`src/rtl/fetch_unit_pkg.sv`:
```
// Shared definitions for the fetch sequencer: state encoding, branch-condition codes, sizes.
// Latency: none (definitions only); no backpressure.
package fetch_unit_pkg;

  localparam int PC_W_DEFAULT = 10;
  localparam int LUT_DEPTH    = 4;
  localparam int LUT_IDX_W    = 2;

  typedef enum logic [1:0] {
    IDLE = 2'd0,
    RUN  = 2'd1,
    HALT = 2'd2
  } fetch_state_t;

  localparam logic [1:0] kBrAlways = 2'b00;
  localparam logic [1:0] kBrZ      = 2'b01;
  localparam logic [1:0] kBrNZ     = 2'b10;
  localparam logic [1:0] kBrN      = 2'b11;

  function automatic logic cond_met(input logic [1:0] cond, input logic z, input logic n);
    logic met;
    met = 1'b0;
    case (cond)
      kBrAlways: met = 1'b1;
      kBrZ:      met = z;
      kBrNZ:     met = ~z;
      kBrN:      met = n;
      default:   met = 1'b0;
    endcase
    return met;
  endfunction

endpackage

```
`src/rtl/fetch_unit_if.sv`:
```
// Decoder/harness <-> fetch sequencer bundle; master drives control, slave returns PC/status.
// Latency: wires only; no backpressure.
interface fetch_unit_if
  import fetch_unit_pkg::*;
#(
  parameter int PC_W = PC_W_DEFAULT
) ();

  logic                 Start;
  logic [PC_W-1:0]      StartAddr;
  logic                 Ack;
  logic                 ConditionalJump;
  logic                 BranchAbsOrRel;
  logic [1:0]           BranchConditions;
  logic [LUT_IDX_W-1:0] TargIdx;
  logic                 FlagWrEn;
  logic                 ZeroIn;
  logic                 NegIn;
  logic                 LutWrEn;
  logic                 LutWrSel;
  logic [LUT_IDX_W-1:0] LutWrIdx;
  logic [PC_W-1:0]      LutWrData;
  logic [PC_W-1:0]      ProgCtr;
  logic                 Running;
  logic                 Done;
  logic                 Taken;

  modport master (
    output Start, StartAddr, Ack, ConditionalJump, BranchAbsOrRel, BranchConditions,
           TargIdx, FlagWrEn, ZeroIn, NegIn, LutWrEn, LutWrSel, LutWrIdx, LutWrData,
    input  ProgCtr, Running, Done, Taken
  );

  modport slave (
    input  Start, StartAddr, Ack, ConditionalJump, BranchAbsOrRel, BranchConditions,
           TargIdx, FlagWrEn, ZeroIn, NegIn, LutWrEn, LutWrSel, LutWrIdx, LutWrData,
    output ProgCtr, Running, Done, Taken
  );

endinterface

```
`src/rtl/fetch_unit_branch_lut.sv`:
```
// Absolute and relative branch-target tables: one write port, combinational read of both.
// Latency: writes visible the cycle after; reads are same-cycle (old value on collision); no backpressure.
module branch_lut
  import fetch_unit_pkg::*;
#(
  parameter int W     = PC_W_DEFAULT,
  parameter int DEPTH = LUT_DEPTH
) (
  input  logic                 Clk,
  input  logic                 Reset,
  input  logic                 wr_en,
  input  logic                 wr_sel,
  input  logic [LUT_IDX_W-1:0] wr_idx,
  input  logic [W-1:0]         wr_data,
  input  logic [LUT_IDX_W-1:0] rd_idx,
  output logic [W-1:0]         abs_data,
  output logic [W-1:0]         rel_data
);

  logic [W-1:0] abs_tab [DEPTH];
  logic [W-1:0] rel_tab [DEPTH];

  always_ff @(posedge Clk or negedge Reset) begin
    if (!Reset) begin
      for (int i = 0; i < DEPTH; i++) begin
        abs_tab[i] <= '0;
        rel_tab[i] <= '0;
      end
    end else if (wr_en) begin
      if (wr_sel) rel_tab[wr_idx] <= wr_data;
      else        abs_tab[wr_idx] <= wr_data;
    end
  end

  assign abs_data = abs_tab[rd_idx];
  assign rel_data = rel_tab[rd_idx];

endmodule

```
`src/rtl/fetch_unit.sv`:
```
// Program counter / fetch sequencer with Z/N condition flags and IDLE/RUN/HALT harness handshake.
// Latency: next address registered at the edge ending the current cycle; never stalls, no backpressure.
module fetch_unit
  import fetch_unit_pkg::*;
#(
  parameter int PC_W = PC_W_DEFAULT
) (
  input  logic         Clk,
  input  logic         Reset,
  fetch_unit_if.slave  bus
);

  localparam logic [PC_W-1:0] PC_ONE = PC_W'(1);

  fetch_state_t    state;
  logic [PC_W-1:0] pc;
  logic            running;
  logic            done;
  logic            taken;
  logic            z_flag;
  logic            n_flag;

  logic [PC_W-1:0] abs_data;
  logic [PC_W-1:0] rel_data;
  logic [PC_W-1:0] target;
  logic            branch_go;

  branch_lut #(
    .W     (PC_W),
    .DEPTH (LUT_DEPTH)
  ) u_lut (
    .Clk      (Clk),
    .Reset    (Reset),
    .wr_en    (bus.LutWrEn),
    .wr_sel   (bus.LutWrSel),
    .wr_idx   (bus.LutWrIdx),
    .wr_data  (bus.LutWrData),
    .rd_idx   (bus.TargIdx),
    .abs_data (abs_data),
    .rel_data (rel_data)
  );

  // Condition uses flags as they stand at the start of the cycle; modular add handles negative offsets.
  assign branch_go = bus.ConditionalJump && cond_met(bus.BranchConditions, z_flag, n_flag);
  assign target    = bus.BranchAbsOrRel ? (pc + rel_data) : abs_data;

  always_ff @(posedge Clk or negedge Reset) begin
    if (!Reset) begin
      state   <= IDLE;
      pc      <= '0;
      running <= 1'b0;
      done    <= 1'b0;
      taken   <= 1'b0;
      z_flag  <= 1'b0;
      n_flag  <= 1'b0;
    end else begin
      case (state)
        IDLE: begin
          taken <= 1'b0;
          if (bus.Start) begin
            pc      <= bus.StartAddr;
            state   <= RUN;
            running <= 1'b1;
          end
        end
        RUN: begin
          if (bus.Ack) begin
            state   <= HALT;
            running <= 1'b0;
            done    <= 1'b1;
            taken   <= 1'b0;
          end else begin
            if (bus.FlagWrEn) begin
              z_flag <= bus.ZeroIn;
              n_flag <= bus.NegIn;
            end
            if (branch_go) begin
              pc    <= target;
              taken <= 1'b1;
            end else begin
              pc    <= pc + PC_ONE;
              taken <= 1'b0;
            end
          end
        end
        HALT: begin
          taken <= 1'b0;
          if (bus.Start) begin
            pc      <= bus.StartAddr;
            state   <= RUN;
            running <= 1'b1;
            done    <= 1'b0;
          end
        end
        default: begin
          state   <= IDLE;
          running <= 1'b0;
          done    <= 1'b0;
          taken   <= 1'b0;
        end
      endcase
    end
  end

  assign bus.ProgCtr = pc;
  assign bus.Running = running;
  assign bus.Done    = done;
  assign bus.Taken   = taken;

endmodule

```
`src/flat_wrapper.sv`:
```
// flat-port wrapper written by rule: the top's interface ports become plain ports
module fetch_unit_flat import fetch_unit_pkg::*;
#(
  parameter int PC_W = PC_W_DEFAULT
)
  (Clk, Reset, bus_Start, bus_StartAddr, bus_Ack, bus_ConditionalJump, bus_BranchAbsOrRel, bus_BranchConditions, bus_TargIdx, bus_FlagWrEn, bus_ZeroIn, bus_NegIn, bus_LutWrEn, bus_LutWrSel, bus_LutWrIdx, bus_LutWrData, bus_ProgCtr, bus_Running, bus_Done, bus_Taken);
  fetch_unit_if #(.PC_W(PC_W)) bus_i ();
  input  logic Clk;
  input  logic Reset;
  input wire logic [$bits(bus_i.Start)-1:0] bus_Start;
  input wire logic [$bits(bus_i.StartAddr)-1:0] bus_StartAddr;
  input wire logic [$bits(bus_i.Ack)-1:0] bus_Ack;
  input wire logic [$bits(bus_i.ConditionalJump)-1:0] bus_ConditionalJump;
  input wire logic [$bits(bus_i.BranchAbsOrRel)-1:0] bus_BranchAbsOrRel;
  input wire logic [$bits(bus_i.BranchConditions)-1:0] bus_BranchConditions;
  input wire logic [$bits(bus_i.TargIdx)-1:0] bus_TargIdx;
  input wire logic [$bits(bus_i.FlagWrEn)-1:0] bus_FlagWrEn;
  input wire logic [$bits(bus_i.ZeroIn)-1:0] bus_ZeroIn;
  input wire logic [$bits(bus_i.NegIn)-1:0] bus_NegIn;
  input wire logic [$bits(bus_i.LutWrEn)-1:0] bus_LutWrEn;
  input wire logic [$bits(bus_i.LutWrSel)-1:0] bus_LutWrSel;
  input wire logic [$bits(bus_i.LutWrIdx)-1:0] bus_LutWrIdx;
  input wire logic [$bits(bus_i.LutWrData)-1:0] bus_LutWrData;
  output wire logic [$bits(bus_i.ProgCtr)-1:0] bus_ProgCtr;
  output wire logic [$bits(bus_i.Running)-1:0] bus_Running;
  output wire logic [$bits(bus_i.Done)-1:0] bus_Done;
  output wire logic [$bits(bus_i.Taken)-1:0] bus_Taken;
  assign bus_i.Start = bus_Start;
  assign bus_i.StartAddr = bus_StartAddr;
  assign bus_i.Ack = bus_Ack;
  assign bus_i.ConditionalJump = bus_ConditionalJump;
  assign bus_i.BranchAbsOrRel = bus_BranchAbsOrRel;
  assign bus_i.BranchConditions = bus_BranchConditions;
  assign bus_i.TargIdx = bus_TargIdx;
  assign bus_i.FlagWrEn = bus_FlagWrEn;
  assign bus_i.ZeroIn = bus_ZeroIn;
  assign bus_i.NegIn = bus_NegIn;
  assign bus_i.LutWrEn = bus_LutWrEn;
  assign bus_i.LutWrSel = bus_LutWrSel;
  assign bus_i.LutWrIdx = bus_LutWrIdx;
  assign bus_i.LutWrData = bus_LutWrData;
  assign bus_ProgCtr = bus_i.ProgCtr;
  assign bus_Running = bus_i.Running;
  assign bus_Done = bus_i.Done;
  assign bus_Taken = bus_i.Taken;
  fetch_unit #(.PC_W(PC_W)) u_core (.Clk(Clk), .Reset(Reset), .bus(bus_i));
endmodule
```
`config.mk`:
```
export PLATFORM = sky130hd
export DESIGN_NAME = fetch_unit_flat
export DESIGN_NICKNAME = d
export VERILOG_FILES = /design/src/rtl/fetch_unit_pkg.sv /design/src/rtl/fetch_unit_if.sv /design/src/rtl/fetch_unit_branch_lut.sv /design/src/rtl/fetch_unit.sv /design/src/flat_wrapper.sv
export SDC_FILE = /design/constraint.sdc
export NUM_CORES = 1
export LEC_CHECK = 0
export CORE_AREA = 2 2 117 119
export DETAILED_ROUTE_END_ITERATION = 8
export DIE_AREA = 0 0 119 121
export PLACE_DENSITY_LB_ADDON = 0.12
export SETUP_SLACK_MARGIN = 0.2
export SLEW_MARGIN = 20
export SYNTH_ARGS = -nofsm -noshare
export SYNTH_HDL_FRONTEND = slang
export SYNTH_HIERARCHICAL = 1
export SYNTH_SLANG_ARGS = --single-unit
```
`constraint.sdc`:
```
create_clock -name Clk -period 2.6 [get_ports Clk]
set_input_delay 0.26 -clock Clk [delete_from_list [all_inputs] [get_ports Clk]]
set_output_delay 0.26 -clock Clk [all_outputs]
set_load 0.05 [all_outputs]
```
Word-level counts from Yosys, hierarchy flattened:

Index checks and enable logic that the tools add are counted.

* $add $sub $neg: 2
* $lt $le $gt $ge: 3
* equal/unequal tests: 9
* mux-type cells: 28
* bitwise operators: 6
* reduce and logical (&&, ||, !) cells: 12

Operators with widths (number)
* 10-bit 2-to-1 mux: 9
* 40-bit bitwise mux: 2
* 10-bit binary-select mux with 2-bit select: 2
* 10-bit demux with 2-bit select: 1
* 10-bit case mux with 2 select lines: 1
* 10-bit by 1-bit adder with 10-bit output (second input constant): 1
* 10-bit adder: 1
* 3-bit AND reduction: 3
* 1-bit 2-to-1 mux: 7
* 2-bit == test (second input constant): 3
* 3-bit greater-or-equal comparator (second input constant): 2
* 2-bit inequality test (second input constant): 3
* 2-bit NOT with 3-bit output: 2
* 2-bit AND reduction: 3
* 2-bit by 1-bit == test with 1-bit output (second input constant): 2
* 2-bit logical NOT: 2
* 2-bit 2-to-1 mux: 2
* 1-bit NOT: 4
* 1-bit case mux with 4 select lines: 1
* 2-bit case mux with 2 select lines: 1
* 3-bit by 1-bit less-than comparator with 1-bit output (second input constant): 1
* 1-bit case mux with 3 select lines: 1
* 1-bit logical AND: 2
* 2-bit by 1-bit inequality test with 1-bit output (second input constant): 1
* 3 further kinds: 3

* bits in registers: 97
* bits of input ports: 37
* output and inout port bits: 13
* logic and storage cells: 75

Logic depth before layout (Yosys ltp):

Gate-level depths: netlist of run 1.

* depth after elaboration: 9
* depth in mapped cells: 10
* mapped depth without buffers: 9

Hierarchy:

Netlist of run 1, hierarchy kept.

Modules (own cells, without submodules)
* branch_lut: instances 1, cells an instance 199, area an instance 3631.0 um2, seq. area each 2001.9 um2
* fetch_unit: instances 1, cells an instance 173, area an instance 1516.5 um2, seq. area each 425.4 um2

Worst setup path before layout of run 1:

No wires, ideal clock.

* path kind: input port to flip-flop
* from: input port bus_TargIdx[0]
* to: register u_core.pc[8], in the netlist u_core/bus.ProgCtr[8]
* setup time: 0.139 ns
* data arrival time: 2.767 ns
* required time: 2.461 ns
* setup slack: -0.306 ns
* cell stages on the path: 10
* buffers on the path: 1
* cells stage by stage: buf_2 -> mux4_2 -> ha_1 -> fa_1 -> a211oi_1 -> o21bai_1 -> a41oi_1 -> mux2i_1 -> o311ai_0 -> o21ai_0

* cells in the longest elaborated chain, start to end: 9
* elaborated cells between the ends (all ways): 12
* classes of those cells: add/sub (1); mux (10); bitwise (1)

Ends and longest elaborated chain
* start: declaration: RTL line flat_wrapper.sv:16 `input wire logic [$bits(bus_i.TargIdx)-1:0] bus_TargIdx;`
* 2-bit NOT with 3-bit output (not written as such): RTL line fetch_unit_branch_lut.sv:36 `assign rel_data = rel_tab[rd_idx];`
* 10-bit binary-select mux with 2-bit select: RTL line fetch_unit_branch_lut.sv:36
* 10-bit 2-to-1 mux (not written as such) (2 in series): RTL line fetch_unit_branch_lut.sv:36
* via u_core.rel_data[0]: RTL line fetch_unit.sv:24 `logic [PC_W-1:0] rel_data;`
* 10-bit adder: RTL line fetch_unit.sv:45 `assign target = bus.BranchAbsOrRel ? (pc + rel_data) : abs_data;`
* 10-bit 2-to-1 mux: RTL line fetch_unit.sv:45
* 10-bit 2-to-1 mux: RTL line fetch_unit.sv:77 `if (branch_go) begin`
* 10-bit 2-to-1 mux: RTL line fetch_unit.sv:67 `if (bus.Ack) begin`
* 10-bit case mux with 2 select lines: RTL line fetch_unit.sv:57 `case (state)`
* end signal: assignment: RTL line fetch_unit.sv:61 `pc <= bus.StartAddr;`
* end signal: assignment: RTL line fetch_unit.sv:78 `pc <= target;`
* end signal: assignment: RTL line fetch_unit.sv:81 `pc <= pc + PC_ONE;`
* end: declaration: RTL line fetch_unit.sv:16 `logic [PC_W-1:0] pc;`

The timed path passes the listed nets, and every way through them passes these cells. The select of a mux whose other input is x is not followed.
A chain may end at the register's enable or synchronous reset.

Worst setup path in the final report of run 1:

* from: register u_core/u_lut/rel_tab[0] (netlist bit)
* to: register u_core.pc[5], in the netlist u_core/bus.ProgCtr[5]

* cells in the longest elaborated chain, start to end: 8

Ends and longest elaborated chain
* start: declaration: RTL line fetch_unit_branch_lut.sv:21 `logic [W-1:0] rel_tab [DEPTH];`
* start signal: indexed assignment: RTL line fetch_unit_branch_lut.sv:30 `if (wr_sel) rel_tab[wr_idx] <= wr_data;`
* 10-bit binary-select mux with 2-bit select: RTL line fetch_unit_branch_lut.sv:36
* 10-bit 2-to-1 mux (not written as such) (2 in series): RTL line fetch_unit_branch_lut.sv:36
* via u_core.rel_data[0]: RTL line fetch_unit.sv:24
* 10-bit adder: RTL line fetch_unit.sv:45
* 10-bit 2-to-1 mux: RTL line fetch_unit.sv:45
* 10-bit 2-to-1 mux: RTL line fetch_unit.sv:77
* 10-bit 2-to-1 mux: RTL line fetch_unit.sv:67
* 10-bit case mux with 2 select lines: RTL line fetch_unit.sv:57

The timed path passes the listed nets, and every way through them passes these cells. The select of a mux whose other input is x is not followed.

==> impl_metrics.env, run 1 <==
export IMPL_run_status="completed"
export IMPL_cts_tree="built"
export IMPL_dpl_cell_area_mm2=0.00608
export IMPL_cp_top_family="compound AO/OA/AOI/OAI gates"
export IMPL_ant_nets=0
export IMPL_final_util=0.494
export IMPL_slew_headroom=0.570
export IMPL_fin_crit_sh=0.998
export IMPL_setup_viol=0
export IMPL_cpPeakStageDelay_ps=530
export IMPL_vias=3456
export IMPL_crit_arrival_ps=2810
export IMPL_routabilityCongestion=0.787
export IMPL_synthesis_nets=420
export IMPL_yosys_top_cells_area="dfrtp_1 (47%), mux2_2 (11%), mux2_4 (8.8%), mux4_2 (8.8%), ha_1 (2.4%)"
export IMPL_drv_cap=0
export IMPL_multi_input_area_mm2=0.00271
export IMPL_dr_pass1_iters=4
export IMPL_cts_buffer_depth=2
export IMPL_fin_hold_ws_ps=484
export IMPL_synth_edff_count=0
export IMPL_grt_max_degree=52
export IMPL_synth_area_leader_cell="dfrtp_1"
export IMPL_power_density_mw_per_mm2=943
export IMPL_rsz0062_at_grt="yes"
export IMPL_drt_wirelength_per_cell_um=19.7
export IMPL_fin_crit_ps=2600
export IMPL_worstPathCellList="mux4_2 -> ha_4 -> buf_4 -> a211oi_2 -> nor2_1 -> o21a_1 -> o31a_1 -> a221oi_1 -> o21ai_0"
export IMPL_area_sequential_mm2=0.00243
export IMPL_nFillCells=1152
export IMPL_synth_commonest_cells="dfrtp_1 (97), mux2_2 (52), mux2_4 (30)"
export IMPL_cp_num_buf_inv=1
export IMPL_ys_flop_type="dfrtp_1"
export IMPL_drive_gt1_frac=0.398
export IMPL_async_flop_share=1.00
export IMPL_first_iter_violations=151
export IMPL_grt_total_usage=0.183
export IMPL_htreeDepth=3
export IMPL_grt_remaining_overflow=0
export IMPL_worst_pin_slew_ps=645
export IMPL_core_area_mm2=0.0131
export IMPL_finalHoldViolCount=0
export IMPL_avgSynthCellArea_um2=13.8
export IMPL_layout_nets=505
export IMPL_critPathKind="flip-flop to flip-flop"
export IMPL_antenna_found_initial=0
export IMPL_post_dp_hpwl_mm=8.55
export IMPL_fin_worst_skew_ps=7.14
export IMPL_die_y_um=121
export IMPL_die_w_um=119
export IMPL_hp_class="primary input to asynchronous set/reset pin"
export IMPL_drc_errors=0
export IMPL_initial_utilization=0.393
export IMPL_syn2layout_area_growth_pct=25.7
export IMPL_ir_drop_uv=336
export IMPL_vias_per_cell=5.42
export IMPL_cts_sinks=97
export IMPL_io_pin_count=50
export IMPL_antenna_cells=0
export IMPL_cts_made_buffers=9
export IMPL_clock_latency_ps=340
export IMPL_cp_start_kind="flip-flop"
export IMPL_yosysWarnings=6
export IMPL_clkSlewWorstSetupHoldPaths_ps=80
export IMPL_cts_root_buf="clkbuf_16"
export IMPL_slew_violations=0
export IMPL_final_cell_area_mm2=0.00647
export IMPL_slowest_stage="mux4_2"
export IMPL_ys_seq_area_frac=0.472
export IMPL_p_leak_nw=2.72
export IMPL_grt_pass1_vias=3610
export IMPL_port_buffers=49
export IMPL_syn_cell_area_mm2=0.00515
export IMPL_wl_mm=12.6
export IMPL_required_ps=2810
export IMPL_fmax_ghz=0.385
export IMPL_syn_instance_count=372
export IMPL_end_kind="flip-flop"
export IMPL_die_area_mm2=0.0144
export IMPL_yosysTopAreaCellShare=0.472
export IMPL_setup_tns_ps=0
export IMPL_grt_first_pass_wirelength_mm=20.0
export IMPL_ys_types=57
export IMPL_ys_seq_elements=97
export IMPL_crit_fanout=3
export IMPL_yosysMostFrequentCell="dfrtp_1"
export IMPL_num_rows=42
==> metrics by stage <==
step / total power, mW / setup WS [ps] / std cells
floorplan: 3.78 / 145 / 372
global placement: 4.61 / -565 / 619
detailed placement: 4.65 / -642 / 619
CTS: 6.00 / 20.8 / 636
global route: 6.46 / -75.9 / 638
finish: 6.10 / 4.33 / 638
==> registers in the layout, summed over array words and instances (netlist names) <==
register	flops
u_core/u_lut/rel_tab	40
u_core/n_flag	1
u_core/bus.Done	1
u_core/bus.Taken	1
u_core/bus.ProgCtr	10
u_core/bus.Running	1
u_core/u_lut/abs_tab	40
u_core/z_flag	1
u_core/state	2
==> final timing paths <==
kind                                     startpoint                       end  slack [ps]  cells past startpoint
setup / recovery            u_core/u_lut/rel_tab[0]     u_core/bus.ProgCtr[5]           4                      9
hold reg to reg            u_core/u_lut/rel_tab[10]  u_core/u_lut/rel_tab[10]         510                      1
min in group Clk           u_core/u_lut/rel_tab[10]  u_core/u_lut/rel_tab[10]         510                      1
hold / removal                                Reset           u_core/state[0]         480                      2
setup reg to reg            u_core/u_lut/rel_tab[0]     u_core/bus.ProgCtr[5]           4                      9
max in group asynchronous                     Reset     u_core/bus.ProgCtr[8]        1400                      3
==> where the power goes <==
part	internal [mW]	switching [mW]	total [mW]
sequential	1.89	0.297	2.18
combinational	1.31	1.29	2.60
clock	0.669	0.645	1.31
total	3.87	2.23	6.10
==> final cells by class <==
type / instances / share of cell area
inverters: 3 / 0.00174
multi-input cells: 257 / 0.419
repair buffers: 89 / 0.125
well taps: 176 / 0.0340
clock buffers: 9 / 0.0348
clock inverters: 7 / 0.00967
flip-flops and latches: 97 / 0.375
==> cells in the final DEF (no fill, tap or decap), types with 4 or more instances in the layout <==
cell             instances
ha_1                     9
xnor2_1                  5
nand4_1                  4
mux4_2                  20
nor2_1                  14
nand3_1                  6
xor2_1                   5
mux2_4                  30
clkbuf_16                9
mux2i_1                  7
a21oi_1                 10
dfrtp_1                 97
o21ai_0                 16
clkdlybuf4s50_1         46
nand2_1                 13
buf_4                   37
mux2_2                  52
==> per-layer routing <==
metal	GRT usage	part of all wire
met1	0.253	0.48
met2	0.293	0.47
met3	0.0334	0.032
met4	0.0588	0.017
met5	0	0
==> logic make-up (layout without fill, tap and decap cells) <==
family                     after synthesis  after routing  synth area share
muxes                                  109            109             0.302
AOI/OAI and AO/OA                       63             63            0.0824
xor gates and xnor gates                11             11            0.0187
buffers and inverters                   18            108            0.0211
and+or+nand+nor                         63             63            0.0756
DFF                                     97             97             0.472
adders and majority gates               11             11            0.0282
==> timing repair <==
item                                   in CTS  in global routing
setup endpoints to repair                   8                  8
setup buffers                               0                  2
hold buffers                                1                  0
pin swaps                                   0                 11
gates resized for setup                     6                 14
endpoints found under the hold margin      46                  0
(Power assumes the default switching activity.)
==> run 2, diff against run 1 <==
--- a/config.mk
+++ b/config.mk
@@ -5,12 +5,11 @@
 export SDC_FILE = /design/constraint.sdc
 export NUM_CORES = 1
 export LEC_CHECK = 0
-export CORE_AREA = 2 2 117 119
+export CORE_AREA = 2 2 139 100
 export DETAILED_ROUTE_END_ITERATION = 8
-export DIE_AREA = 0 0 119 121
+export DIE_AREA = 0 0 141 102
 export PLACE_DENSITY_LB_ADDON = 0.12
 export SETUP_SLACK_MARGIN = 0.2
-export SLEW_MARGIN = 20
 export SYNTH_ARGS = -nofsm -noshare
 export SYNTH_HDL_FRONTEND = slang
 export SYNTH_HIERARCHICAL = 1
==> run 2 against run 1 <==
The flow now finishes with violations (negative setup slack). Sequential share of layout area fell by 0.98 points. Clock power barely moved. Worst hold slack lost 19 ps. First-iteration DRC count grew 50%.
==> impl_metrics.env, run 2 (synthesis results as in run 1) <==
export IMPL_initial_utilization=0.396
export IMPL_cp_top_family="compound AO/OA/AOI/OAI gates"
export IMPL_cts_buffer_depth=2
export IMPL_met1_usage=0.291
export IMPL_rsz0062_at_grt="yes"
export IMPL_slowest_stage="mux4_2"
export IMPL_core_area_mm2=0.0130
export IMPL_end_kind="flip-flop"
export IMPL_reg2reg_setup_slack_ps=-9
export IMPL_grt_pass1_vias=3582
export IMPL_num_rows=35
export IMPL_final_common_cell="dfrtp_1"
export IMPL_drc_errors=0
export IMPL_grt_max_degree=48
export IMPL_power_density_mw_per_mm2=960
export IMPL_grt_first_pass_wirelength_mm=20.8
export IMPL_placed_cells_incl_taps=615
export IMPL_ant_nets=0
export IMPL_layout_nets=516
export IMPL_wl_mm=13.5
export IMPL_antenna_cells=0
export IMPL_dpl_cell_area_mm2=0.00611
export IMPL_grt_use_met3=0.0356
export IMPL_slew_headroom=0.456
export IMPL_hp_class="primary input to asynchronous set/reset pin"
export IMPL_htreeDepth=3
export IMPL_fin_cells=639
export IMPL_grt_total_usage=0.195
export IMPL_die_y_um=102
export IMPL_nFillCells=1127
export IMPL_finalWorstSetupSlack_ps=-9.24
export IMPL_cts_sinks=97
export IMPL_grt_remaining_overflow=0
export IMPL_clock_latency_ps=350
export IMPL_fmax_ghz=0.383
export IMPL_final_cell_mix="dfrtp_1 (97), mux2_2 (52), clkdlybuf4s50_1 (47), buf_4 (44), mux2_4 (30)"
export IMPL_p_leak_nw=2.79
export IMPL_clkSlewWorstSetupHoldPaths_ps=70
export IMPL_slew_violations=0
export IMPL_worstPathCellList="mux4_2 -> ha_4 -> buf_6 -> a211oi_4 -> nor2_2 -> o21a_1 -> o41ai_4 -> xor2_1 -> o41ai_2"
export IMPL_required_ps=2830
export IMPL_drive_gt1_frac=0.427
export IMPL_routabilityCongestion=0.878
export IMPL_worst_pin_slew_ps=811
export IMPL_first_iter_violations=226
export IMPL_cp_start_kind="flip-flop"
export IMPL_use_met2=0.296
export IMPL_pre_cts_ws_ps=-512
export IMPL_setup_viol=1
export IMPL_run_status="complete, but fails checks"
export IMPL_ir_drop_uv=389
export IMPL_fin_crit_ps=2610
export IMPL_antenna_found_initial=0
export IMPL_critPathKind="flip-flop to flip-flop"
export IMPL_finalHoldViolCount=0
export IMPL_syn2layout_area_growth_pct=29.0
export IMPL_drt_wirelength_per_cell_um=21.2
export IMPL_grt_busiest_layer="met2"
export IMPL_fin_crit_sh=1.00
export IMPL_cts_root_buf="clkbuf_16"
export IMPL_drv_cap=0
export IMPL_crit_fanout=2
export IMPL_port_buffers=49
export IMPL_die_area_mm2=0.0144
export IMPL_vias_per_cell=5.55
export IMPL_post_dp_hpwl_mm=9.58
export IMPL_cpPeakStageDelay_ps=510
export IMPL_die_w_um=141
export IMPL_vias=3549
export IMPL_violations="negative setup slack"
export IMPL_io_pin_count=50
export IMPL_dr_pass1_iters=4
export IMPL_cts_made_buffers=9
export IMPL_cp_num_buf_inv=1
export IMPL_cts_tree="built"
export IMPL_crit_arrival_ps=2840
export IMPL_final_cell_area_mm2=0.00664
export IMPL_fin_worst_skew_ps=9.58
==> run 2: cell type report <==
type                       instances  area, um2  area share
timing repair buffer             100        907       0.137
multi-input combinational        257       2790       0.420
clock inverter                     7       70.1      0.0106
inverter                           3       11.3     0.00170
tap                              166        208      0.0313
clock buffer                       9        225      0.0339
sequential                        97       2430       0.365
==> run 2: worst paths after layout <==
kind                                          startpoint                       end  depth (start not counted)
worst max-delay path            u_core/u_lut/rel_tab[10]     u_core/bus.ProgCtr[7]                          9
worst min-delay path                               Reset  u_core/u_lut/abs_tab[30]                          2
worst max register to register  u_core/u_lut/rel_tab[10]     u_core/bus.ProgCtr[7]                          9
worst min register to register   u_core/u_lut/rel_tab[1]   u_core/u_lut/rel_tab[1]                          1
max in group asynchronous                          Reset  u_core/u_lut/abs_tab[35]                          3
min in group Clk                        bus_StartAddr[0]     u_core/bus.ProgCtr[0]                          3
==> run 2: metrics by stage <==
step,util,hold slack [ps],setup TNS [ps],power [mW]
5_1_grt,0.511,512,-333,6.73
2_1_floorplan,-,-35.6,0,3.78
4_1_cts,0.504,487,0,6.22
3_5_place_dp,0.470,322,-3930,4.69
3_3_place_gp,0.470,306,-3490,4.64
6_report,0.511,465,-9.24,6.38
==> run 2: metal layers <==
layer | part of all wire | up-vias
li1 | - | 1618
met1 | 0.49 | 1836
met2 | 0.45 | 80
met3 | 0.049 | 15
met4 | 0.012 | 0
met5 | 0 | -
==> run 2: power by group <==
group          internal, mW  switching [mW]  leakage (nW)
clock                 0.674           0.629         0.141
combinational          1.44            1.41          1.48
sequential             1.89           0.340          1.16
==> run 2: what timing repair did <==
action | CTS | global route
pin swaps | 11 | 15
gates resized for setup | 19 | 17
endpoints found under the hold margin | 43 | 0
endpoints found under the setup margin | 9 | 8
cloned | 0 | 0
buffers inserted | 5 | 2
hold buffers | 1 | 0
==> run 3, diff against run 2 <==
--- a/config.mk
+++ b/config.mk
@@ -10,6 +10,7 @@
 export DIE_AREA = 0 0 141 102
 export PLACE_DENSITY_LB_ADDON = 0.12
 export SETUP_SLACK_MARGIN = 0.2
+export SKIP_LAST_GASP = 1
 export SYNTH_ARGS = -nofsm -noshare
 export SYNTH_HDL_FRONTEND = slang
 export SYNTH_HIERARCHICAL = 1
==> results of run 3 <==
Same layout as run 2: the final DEF is identical, and so are final timing and power.
